==> src/rtl/vec_seq_pkg.sv <==
// Shared types for the vec_seq test-vector sequencer: FSM states, vector layout, "no index" value.
package vec_seq_pkg;

    localparam int unsigned VEC_DW = 8;

    typedef enum logic [2:0] {
        StIdle,
        StApply,
        StSettle,
        StCheck,
        StHold,
        StDone
    } state_t;

    typedef struct packed {
        logic [VEC_DW-1:0] a;
        logic [VEC_DW-1:0] b;
        logic [VEC_DW-1:0] mode;
        logic [VEC_DW-1:0] expct;
    } vec_t;

    // All-ones value of width w, used as the "no failure seen" marker.
    function automatic int unsigned vec_none(int unsigned w);
        return (32'd1 << w) - 32'd1;
    endfunction

endpackage

==> src/rtl/vec_seq_mem.sv <==
// Vector table: DEPTH x WIDTH register file, one write port, one synchronous read port.
module vec_seq_mem #(
    parameter int unsigned DEPTH  = 16,
    parameter int unsigned WIDTH  = 32,
    parameter int unsigned ADDR_W = 4
) (
    input  logic              clk,
    input  logic              rst,
    input  logic              wr_en,
    input  logic [ADDR_W-1:0] wr_addr,
    input  logic [WIDTH-1:0]  wr_data,
    input  logic              rd_en,
    input  logic [ADDR_W-1:0] rd_addr,
    output logic [WIDTH-1:0]  rd_data
);

    logic [WIDTH-1:0] table_q [DEPTH];

    // Table contents survive reset; only the read register is cleared.
    always_ff @(posedge clk) begin
        if (wr_en) begin
            table_q[wr_addr] <= wr_data;
        end
    end

    always_ff @(posedge clk) begin
        if (rst) begin
            rd_data <= '0;
        end else if (rd_en) begin
            rd_data <= table_q[rd_addr];
        end
    end

endmodule

==> src/rtl/vec_seq.sv <==
// Test-vector sequencer: drives stored vectors onto a DUT and scores its c_out.
// Define VEC_SEQ_STOP_ON_FAIL_EN to end a run at the first mismatch.
module vec_seq
    import vec_seq_pkg::*;
#(
    parameter int unsigned N_VEC      = 16,
    parameter int unsigned DATA_W     = 8,
    parameter int unsigned SETTLE_CYC = 10,
    parameter int unsigned HOLD_CYC   = 10,
    parameter int unsigned CNT_W      = 16
) (
    input  logic                         emu_clk,
    input  logic                         emu_rst,
    input  logic                         start,
    input  logic [$clog2(N_VEC+1)-1:0]   num_vec,
    input  logic                         wr_en,
    input  logic [$clog2(N_VEC)-1:0]     wr_addr,
    input  logic [4*DATA_W-1:0]          wr_data,
    output logic [DATA_W-1:0]            a_in,
    output logic [DATA_W-1:0]            b_in,
    output logic [DATA_W-1:0]            mode_in,
    input  logic [DATA_W-1:0]            c_out,
    output logic                         busy,
    output logic                         done,
    output logic                         err_pulse,
    output logic [CNT_W-1:0]             pass_cnt,
    output logic [CNT_W-1:0]             fail_cnt,
    output logic [$clog2(N_VEC):0]       first_fail_idx
);

    localparam int unsigned NV_W    = $clog2(N_VEC + 1);
    localparam int unsigned ADDR_W  = $clog2(N_VEC);
    localparam int unsigned IDX_W   = ADDR_W + 1;
    localparam int unsigned CYC_MAX = (SETTLE_CYC > HOLD_CYC) ? SETTLE_CYC : HOLD_CYC;
    localparam int unsigned CYC_W   = (CYC_MAX < 2) ? 1 : $clog2(CYC_MAX + 1);
    localparam int unsigned HOLD_LD = (HOLD_CYC > 0) ? HOLD_CYC - 1 : 0;

    localparam logic [CYC_W-1:0] SETTLE_LOAD = CYC_W'(SETTLE_CYC - 1);
    localparam logic [CYC_W-1:0] HOLD_LOAD   = CYC_W'(HOLD_LD);
    localparam logic [IDX_W-1:0] IDX_NONE    = IDX_W'(vec_none(IDX_W));

`ifdef VEC_SEQ_STOP_ON_FAIL_EN
    localparam bit STOP_ON_FAIL = 1'b1;
`else
    localparam bit STOP_ON_FAIL = 1'b0;
`endif

    state_t              state_q;
    logic [CYC_W-1:0]    cnt_q;
    logic [NV_W-1:0]     idx_q;
    logic [NV_W-1:0]     num_q;
    logic [NV_W-1:0]     idx_next;
    logic [NV_W-1:0]     num_sat;
    logic                last_vec;
    logic                mismatch;
    logic [4*DATA_W-1:0] rd_vec;
    logic [DATA_W-1:0]   expct;

    // The table read register doubles as the operand register, so operands update only in APPLY.
    vec_seq_mem #(
        .DEPTH  (N_VEC),
        .WIDTH  (4 * DATA_W),
        .ADDR_W (ADDR_W)
    ) u_mem (
        .clk     (emu_clk),
        .rst     (emu_rst),
        .wr_en   (wr_en && !busy),
        .wr_addr (wr_addr),
        .wr_data (wr_data),
        .rd_en   (state_q == StApply),
        .rd_addr (idx_q[ADDR_W-1:0]),
        .rd_data (rd_vec)
    );

    assign a_in    = rd_vec[4*DATA_W-1 -: DATA_W];
    assign b_in    = rd_vec[3*DATA_W-1 -: DATA_W];
    assign mode_in = rd_vec[2*DATA_W-1 -: DATA_W];
    assign expct   = rd_vec[DATA_W-1:0];

    always_comb begin
        num_sat  = (num_vec > NV_W'(N_VEC)) ? NV_W'(N_VEC) : num_vec;
        idx_next = idx_q + NV_W'(1);
        last_vec = (idx_next == num_q);
        mismatch = (c_out != expct);
    end

    always_ff @(posedge emu_clk) begin
        if (emu_rst) begin
            state_q        <= StIdle;
            cnt_q          <= '0;
            idx_q          <= '0;
            num_q          <= '0;
            busy           <= 1'b0;
            done           <= 1'b0;
            err_pulse      <= 1'b0;
            pass_cnt       <= '0;
            fail_cnt       <= '0;
            first_fail_idx <= IDX_NONE;
        end else begin
            err_pulse <= 1'b0;
            case (state_q)
                StIdle, StDone: begin
                    if (start) begin
                        pass_cnt       <= '0;
                        fail_cnt       <= '0;
                        first_fail_idx <= IDX_NONE;
                        idx_q          <= '0;
                        num_q          <= num_sat;
                        if (num_sat == '0) begin
                            state_q <= StDone;
                            busy    <= 1'b0;
                            done    <= 1'b1;
                        end else begin
                            state_q <= StApply;
                            busy    <= 1'b1;
                            done    <= 1'b0;
                        end
                    end
                end
                StApply: begin
                    state_q <= StSettle;
                    cnt_q   <= SETTLE_LOAD;
                end
                StSettle: begin
                    if (cnt_q == '0) begin
                        state_q <= StCheck;
                    end else begin
                        cnt_q <= cnt_q - CYC_W'(1);
                    end
                end
                StCheck: begin
                    if (!mismatch) begin
                        if (pass_cnt != '1) pass_cnt <= pass_cnt + CNT_W'(1);
                    end else begin
                        if (fail_cnt != '1) fail_cnt <= fail_cnt + CNT_W'(1);
                        err_pulse <= 1'b1;
                        if (first_fail_idx == IDX_NONE) first_fail_idx <= IDX_W'(idx_q);
                    end
                    if (STOP_ON_FAIL && mismatch) begin
                        state_q <= StDone;
                        busy    <= 1'b0;
                        done    <= 1'b1;
                    end else if (HOLD_CYC > 0) begin
                        state_q <= StHold;
                        cnt_q   <= HOLD_LOAD;
                    end else if (last_vec) begin
                        state_q <= StDone;
                        busy    <= 1'b0;
                        done    <= 1'b1;
                    end else begin
                        idx_q   <= idx_next;
                        state_q <= StApply;
                    end
                end
                StHold: begin
                    if (cnt_q != '0) begin
                        cnt_q <= cnt_q - CYC_W'(1);
                    end else if (last_vec) begin
                        state_q <= StDone;
                        busy    <= 1'b0;
                        done    <= 1'b1;
                    end else begin
                        idx_q   <= idx_next;
                        state_q <= StApply;
                    end
                end
                default: state_q <= StIdle;
            endcase
        end
    end

endmodule

==> config.mk <==
export PLATFORM = sky130hd
export DESIGN_NAME = vec_seq
export DESIGN_NICKNAME = d
export VERILOG_FILES = /design/src/rtl/vec_seq_pkg.sv /design/src/rtl/vec_seq_mem.sv /design/src/rtl/vec_seq.sv
export SDC_FILE = /design/constraint.sdc
export NUM_CORES = 1
export LEC_CHECK = 0
export ABC_AREA = 1
export BUFFER_PORTS_ARGS = -buffer_cell sky130_fd_sc_hd__buf_2
export CAP_MARGIN = 30
export CORE_UTILIZATION = 54
export CTS_CLUSTER_DIAMETER = 150
export DETAILED_ROUTE_END_ITERATION = 8
export GPL_ROUTABILITY_DRIVEN = 0
export PLACE_DENSITY_LB_ADDON = 0.15
export REMOVE_ABC_BUFFERS = 1
export SLEW_MARGIN = 20
export SYNTH_ARGS = -nofsm -noshare
export SYNTH_HDL_FRONTEND = slang
export SYNTH_SLANG_ARGS = --single-unit
==> constraint.sdc <==
create_clock -name emu_clk -period 2.5 [get_ports emu_clk]
set_input_delay 0.125 -clock emu_clk [delete_from_list [all_inputs] [get_ports emu_clk]]
set_output_delay 0.125 -clock emu_clk [all_outputs]
set_load 0.01 [all_outputs]
==> results of run 1 <==
per-layer routing:
metal,vias up,global-route usage,share of wire
li1,8258,-,-
met1,8608,0.362,0.43
met2,644,0.435,0.48
met3,97,0.0407,0.069
met4,0,0.0775,0.021
met5,-,0,0
synthesized netlist by cell type (2+ instances only):
master and number:
o211ai_1 108, xor2_1 12, dfxtp_1 89, o21ai_0 229, buf_1 22, buf_4 40, nand3b_1 2, inv_2 9
buf_8 2, o32ai_1 2, a21oi_1 43, ha_1 4, buf_2 35, xnor2_1 10, nand4_1 20, nor2_1 492
nand2_2 6, nor2_2 3, clkbuf_1 50, nor3_1 3, edfxtp_1 512, nand2_1 187, buf_6 2, o21ai_1 36
o21bai_1 2, clkbuf_2 4, nand3_1 210, o2111ai_1 5, o21a_1 11, and2_1 2, inv_1 111
cell type report:
| type | count | area, um^2 |
|---|---|---|
| fillers | 3536 | 16800 |
| repair buffers | 219 | 1690 |
| well taps | 600 | 751 |
| clock inverters | 29 | 367 |
| flip-flops and latches | 601 | 17200 |
| multi-input cells | 1397 | 6810 |
| inverters | 120 | 460 |
| clock buffers | 85 | 1670 |
worst min-delay path by stage:
stage | startpoint | to | cells after the start
2_1_floorplan | emu_rst | busy | 1
3_3_place_gp | num_vec[1] | num_q[1] | 3
3_5_place_dp | num_vec[0] | num_q[0] | 3
4_1_cts | emu_rst | first_fail_idx[4] | 3
5_1_grt | emu_rst | first_fail_idx[2] | 3
6_report | emu_rst | first_fail_idx[4] | 3
logic make-up (layout without fill, tap and decap cells):
kind of cell,Yosys count,after routing,synth area share
and+or+nand+nor,930,930,0.155
DFF,601,601,0.683
AOI/OAI and AO/OA,441,441,0.102
buffers and inverters,276,453,0.0509
xor gates and xnor gates,22,22,0.00767
adders and majority gates,4,4,0.00199
critical path, stage by stage, from the launching register on:
cell           delay [ns]
dfxtp_1              0.35
inv_1                0.10
nor2_1               0.18
inv_2                0.11
nand2_2              0.13
inv_2                0.06
nand2_2              0.14
buf_6                0.25
nand2_2              0.15
o32ai_1              0.17
dlygate4sd3_1        0.60
placed cells by master, fill, tap and decap left out, drive strengths merged, types with 4 or more instances in the layout:
cell type / count
o211ai: 108
nand2: 194
dfxtp: 89
xnor2: 10
a21oi: 44
o2111ai: 5
nand4: 20
edfxtp: 512
bufinv: 7
o21ai: 266
clkinvlp: 6
clkbuf: 85
nor3: 5
nand3: 212
xor2: 12
nor2: 495
ha: 4
o21a: 11
inv: 120
dlygate4sd3: 42
clkinv: 16
buf: 177
through the flow:
step	instances	setup slack (ns)	utilization	area, um^2	setup TNS [ns]
finish	3051	0.206	0.633	28900	0
detailed placement	2895	0.372	0.579	26500	0
floorplan	2118	-7.12	-	24300	-276.45
global placement	2895	0.389	0.579	26500	0
global route	3051	0.0449	0.633	28900	0
CTS	3051	0.174	0.633	28900	0
sequential cells by signal, indices dropped and copies added, names as in the netlist, 3 cells and up:
name and count:
u_mem.table_q 512, num_q 5, fail_cnt 16, idx_q 5
pass_cnt 16, cnt_q 4, state_q 3, u_mem.rd_data 32
first_fail_idx 5
report_power, final:
part           internal, mW  total [mW]  switching, mW
Sequential             11.3        11.5          0.237
Clock                  5.39        9.19           3.80
Combinational         0.812        2.44           1.62
repair_timing:
item | CTS | global route
endpoints found under the setup margin | 0 | 2
endpoints found under the hold margin | 524 | 0
resized for setup | 0 | 1
hold buffers | 42 | 0
==> results.cfg, run 1 <==
[cts]
clk-insertion-delay-late_ns = 0.64
cts_root_buf = clkbuf_16
cts_htree_levels = 2
cts-buffers-inserted = 60
clk_pin_slew_worst_paths_ns = 0.06
clock_path_buffers = 3
postCtsSetupRepairBufs = 0
cts_sinks = 601
cts_tree = yes

[grt]
grt_first_pass_wirelength_mm = 95.6
grt_max_degree = 161
grt_pass1_vias = 16900
globalRouteOverflowTotal = 0
antenna_found_initial = 0
grt.total_usage = 0.264

[logic_synthesis]
yosys-top-cells-area = edfxtp_1, nor2_1, dfxtp_1
yosysWarnings = 0
synthFlopType = edfxtp_1
postSynthAreaPerCell_um2 = 11.0
ys_seq_area_frac = 0.683
yosys.cell_types.count = 42
yosysTopAreaCell = edfxtp_1
yosysTopAreaCellShare = 0.612
synth-edff-count = 512
synth_seq_cells = 601
netlist_area_mm2 = 0.0251
syn_inst = 2274
synthArstFlopShare = 0

[cells_and_area]
area_growth_pct = 15.1
nets = 2456
drive_above_1_share = 0.129
antennaDiodeCount = 0

[detailed_routing]
antenna_left = 0
drt_iter0_drc = 1777
drt_first_pass_iters = 7
routedWlPerCell_um = 20.2
wirelength_mm = 61.5
drc = 0
viasPerCell = 5.77
vias = 17600

[worst_setup_path]
crit_required_ns = 3.07
startpoint = state_q[0]
reg2reg_depth = 10
crit_fanout = 23
crit_arrival_ns = 2.86
r2r_slack_ns = 0.21
start_kind = register
rr_startpoint = state_q[0]
endpoint = num_q[3]
endpoint_kind = register
path_class = reg2reg
r2r_end = num_q[3]

[die]
die_y_um = 218
dieArea_mm2 = 0.0474
chipWidth_um = 218
start_util = 0.550
core_area_mm2 = 0.0457
rows = 78
io_pins = 117

[timing]
fin_hold_ws_ns = 0.0616
rsz0062_at_grt = false
period_share = 0.918
final_hold_viol_count = 0
setup_viol = 0
clock.fmax_mhz = 436
tightest_slew_ns = 0.801
min_period_ns = 2.29
drv_slew = 0
max-slew-margin-rel = 0.466
fin_skew_ns = 0.0157

[placed_design]
portBuffers = 116
dp_hpwl_mm = 33.8

[min_path]
hold_path.class = in2reg

[power_and_ir_drop]
power.density_mw_per_mm2 = 800
p_leak_nw = 10.1
vdd_ir_drop_max_mv = 0.695
power_mw = 23.1

[outcome]
status = completed

[job]
maxCapViolCount = 0
No activity file was read; power rests on OpenSTA's default activity.
==> run 2, diff against run 1 <==
--- a/config.mk
+++ b/config.mk
@@ -13,6 +13,7 @@
 export DETAILED_ROUTE_END_ITERATION = 8
 export GPL_ROUTABILITY_DRIVEN = 0
 export PLACE_DENSITY_LB_ADDON = 0.15
+export RECOVER_POWER = 100
 export REMOVE_ABC_BUFFERS = 1
 export SLEW_MARGIN = 20
 export SYNTH_ARGS = -nofsm -noshare
==> run 2 against run 1 <==
Against the previous run:
- sequential power barely moved
- fmax shrank 3.9%
- critical path depth shrank 6
- worst hold slack worse by 0.00078 ns
- final cell count is the same
- worst setup slack worse by 0.092 ns
- critical endpoint is now u_mem.table_q[12][6]
- combinational power shrank 4%
- largest cell class unchanged
==> results.cfg, run 2 (same netlist as run 1, synthesis figures left out) <==
[worst_setup_path]
path_class = reg2reg
crit_arrival_ns = 2.63
slowest_stage = clkbuf_2
start_kind = register
endpoint_kind = register
cp_top_family = simple AND/OR/NAND/NOR gates
r2r_end = u_mem.table_q[12][6]
worstPathCellList = nor2_1 > nand3_1 > nor2_4 > clkbuf_2
r2r_slack_ns = 0.11
reg2reg_depth = 4
crit_fanout = 21
rr_startpoint = busy
cp_slowest_stage_delay_ns = 0.67
crit_required_ns = 2.75
path_buf_inv = 1

[outcome]
status = completed

[power_and_ir_drop]
power.density_mw_per_mm2 = 805
internal_power_mw = 17.4
p_sw_frac = 0.245
p_clk_frac = 0.399
p_seq_frac = 0.500
vdd_ir_drop_max_mv = 0.696
power.switching_mw = 5.66
p_leak_nw = 9.75
power_mw = 23.1
combPwrFrac = 0.102

[grt]
grt_pass1_vias = 16900
grt.total_usage = 0.264
grt_first_pass_wirelength_mm = 95.6
globalRouteOverflowTotal = 0
grt_max_degree = 161
antenna_found_initial = 0

[placed_design]
portBuffers = 116
dp_slack_ns = 0.372
dp_hpwl_mm = 33.8
dp_cells = 2895
placed_cell_area_mm2 = 0.0265

[timing]
worst_slack_ns = 0.114
period_share = 0.955
clock.fmax_mhz = 419
final_hold_viol_count = 0
min_period_ns = 2.39
setup_viol = 0
tns_ns = 0
max-slew-margin-rel = 0.244
rsz0062_at_grt = false
fin_skew_ns = 0.0176
drv_slew = 0
tightest_slew_ns = 1.13
fin_hold_ws_ns = 0.0609

[cells_and_area]
fin_cells = 3051
mostFrequentLayoutCell = edfxtp_1
fillCellCount = 3632
final_cell_mix = edfxtp_1, nor2_1, o21ai_0
top_register = u_mem.table_q
area_growth_pct = 14.0
largest_reg_flops = 512
antennaDiodeCount = 0
top_regs = u_mem.table_q x512, u_mem.rd_data x32
nets = 2456
post-route-util = 0.627
final_cell_area_mm2 = 0.0286
drive_above_1_share = 0.0865

[cts]
clock_path_buffers = 3
cts-buffers-inserted = 60
cts_sinks = 601
clk-insertion-delay-late_ns = 0.63
cts_root_buf = clkbuf_16
cts_htree_levels = 2
clk_pin_slew_worst_paths_ns = 0.06
cts_tree = yes

[die]
io_pins = 117
start_util = 0.550
die_y_um = 218
core_area_mm2 = 0.0457
dieArea_mm2 = 0.0474
rows = 78
chipWidth_um = 218

[job]
maxCapViolCount = 0

[min_path]
hold_depth = 3
hold_path.class = in2reg
hold_end = first_fail_idx[4]
worstHoldStart = emu_rst

[detailed_routing]
drt_first_pass_iters = 5
routedWlPerCell_um = 20.2
drt_iter0_drc = 1779
wirelength_mm = 61.5
vias = 17500
antenna_left = 0
viasPerCell = 5.75
drc = 0
-- run 2: cell types whose count changed in the layout (fill, tap and decap cells not counted), moves of 2 or more --
cell      change
buf_2        -96
buf_12        -3
o21ai_1       -8
clkbuf_4      +2
clkbuf_2     +30
nor2_1        +4
nor2_4        -5
o21ai_0       +8
clkbuf_1     +96
buf_4        -31
-- run 2: what timing repair did --
action	4_1_cts	5_1_grt
resized for setup	0	1
hold endpoints to repair	524	0
setup endpoints to repair	0	2
setup buffers	0	0
hold buffers	42	0
-- run 2: final cells by class --
type	instances	area, um^2	share of cell area
Timing Repair Buffer	219	1470	0.0512
Multi-Input combinational cell	1397	6760	0.236
Sequential cell	601	17200	0.599
Inverter	120	460	0.0161
Clock inverter	29	367	0.0128
Tap cell	600	751	0.0262
Clock buffer	85	1670	0.0583
-- run 2: per-layer routing --
layer,part of all wire,GRT usage
met2,0.48,0.435
met5,0,0
met4,0.021,0.0775
met1,0.43,0.362
met3,0.070,0.0407
-- run 2: power groups by stage --
stage               combinational [mW]  clock [mW]  sequential, mW
CTS                               2.44        9.31            11.5
finish                            2.35        9.19            11.5
floorplan                         1.29           0            11.8
global placement                  2.32           0            11.7
global route                      2.62        9.69            11.6
detailed placement                2.36           0            11.7
-- run 2: tightest hold or removal path, stage by stage --
cell	delay (ns)
buf_2	0.11
inv_2	0.23
nand3_1	0.17
-- run 2: worst max path at each step --
stage               cells after the start  slack, ns                   end  startpoint
detailed placement                      4       0.37  u_mem.table_q[6][15]        busy
global placement                        4       0.39  u_mem.table_q[6][16]        busy
global route                            4       0.03  u_mem.table_q[12][6]        busy
floorplan                              11      -7.12              idx_q[0]    idx_q[0]
finish                                  4       0.11  u_mem.table_q[12][6]        busy
CTS                                    10       0.17              num_q[2]  state_q[0]
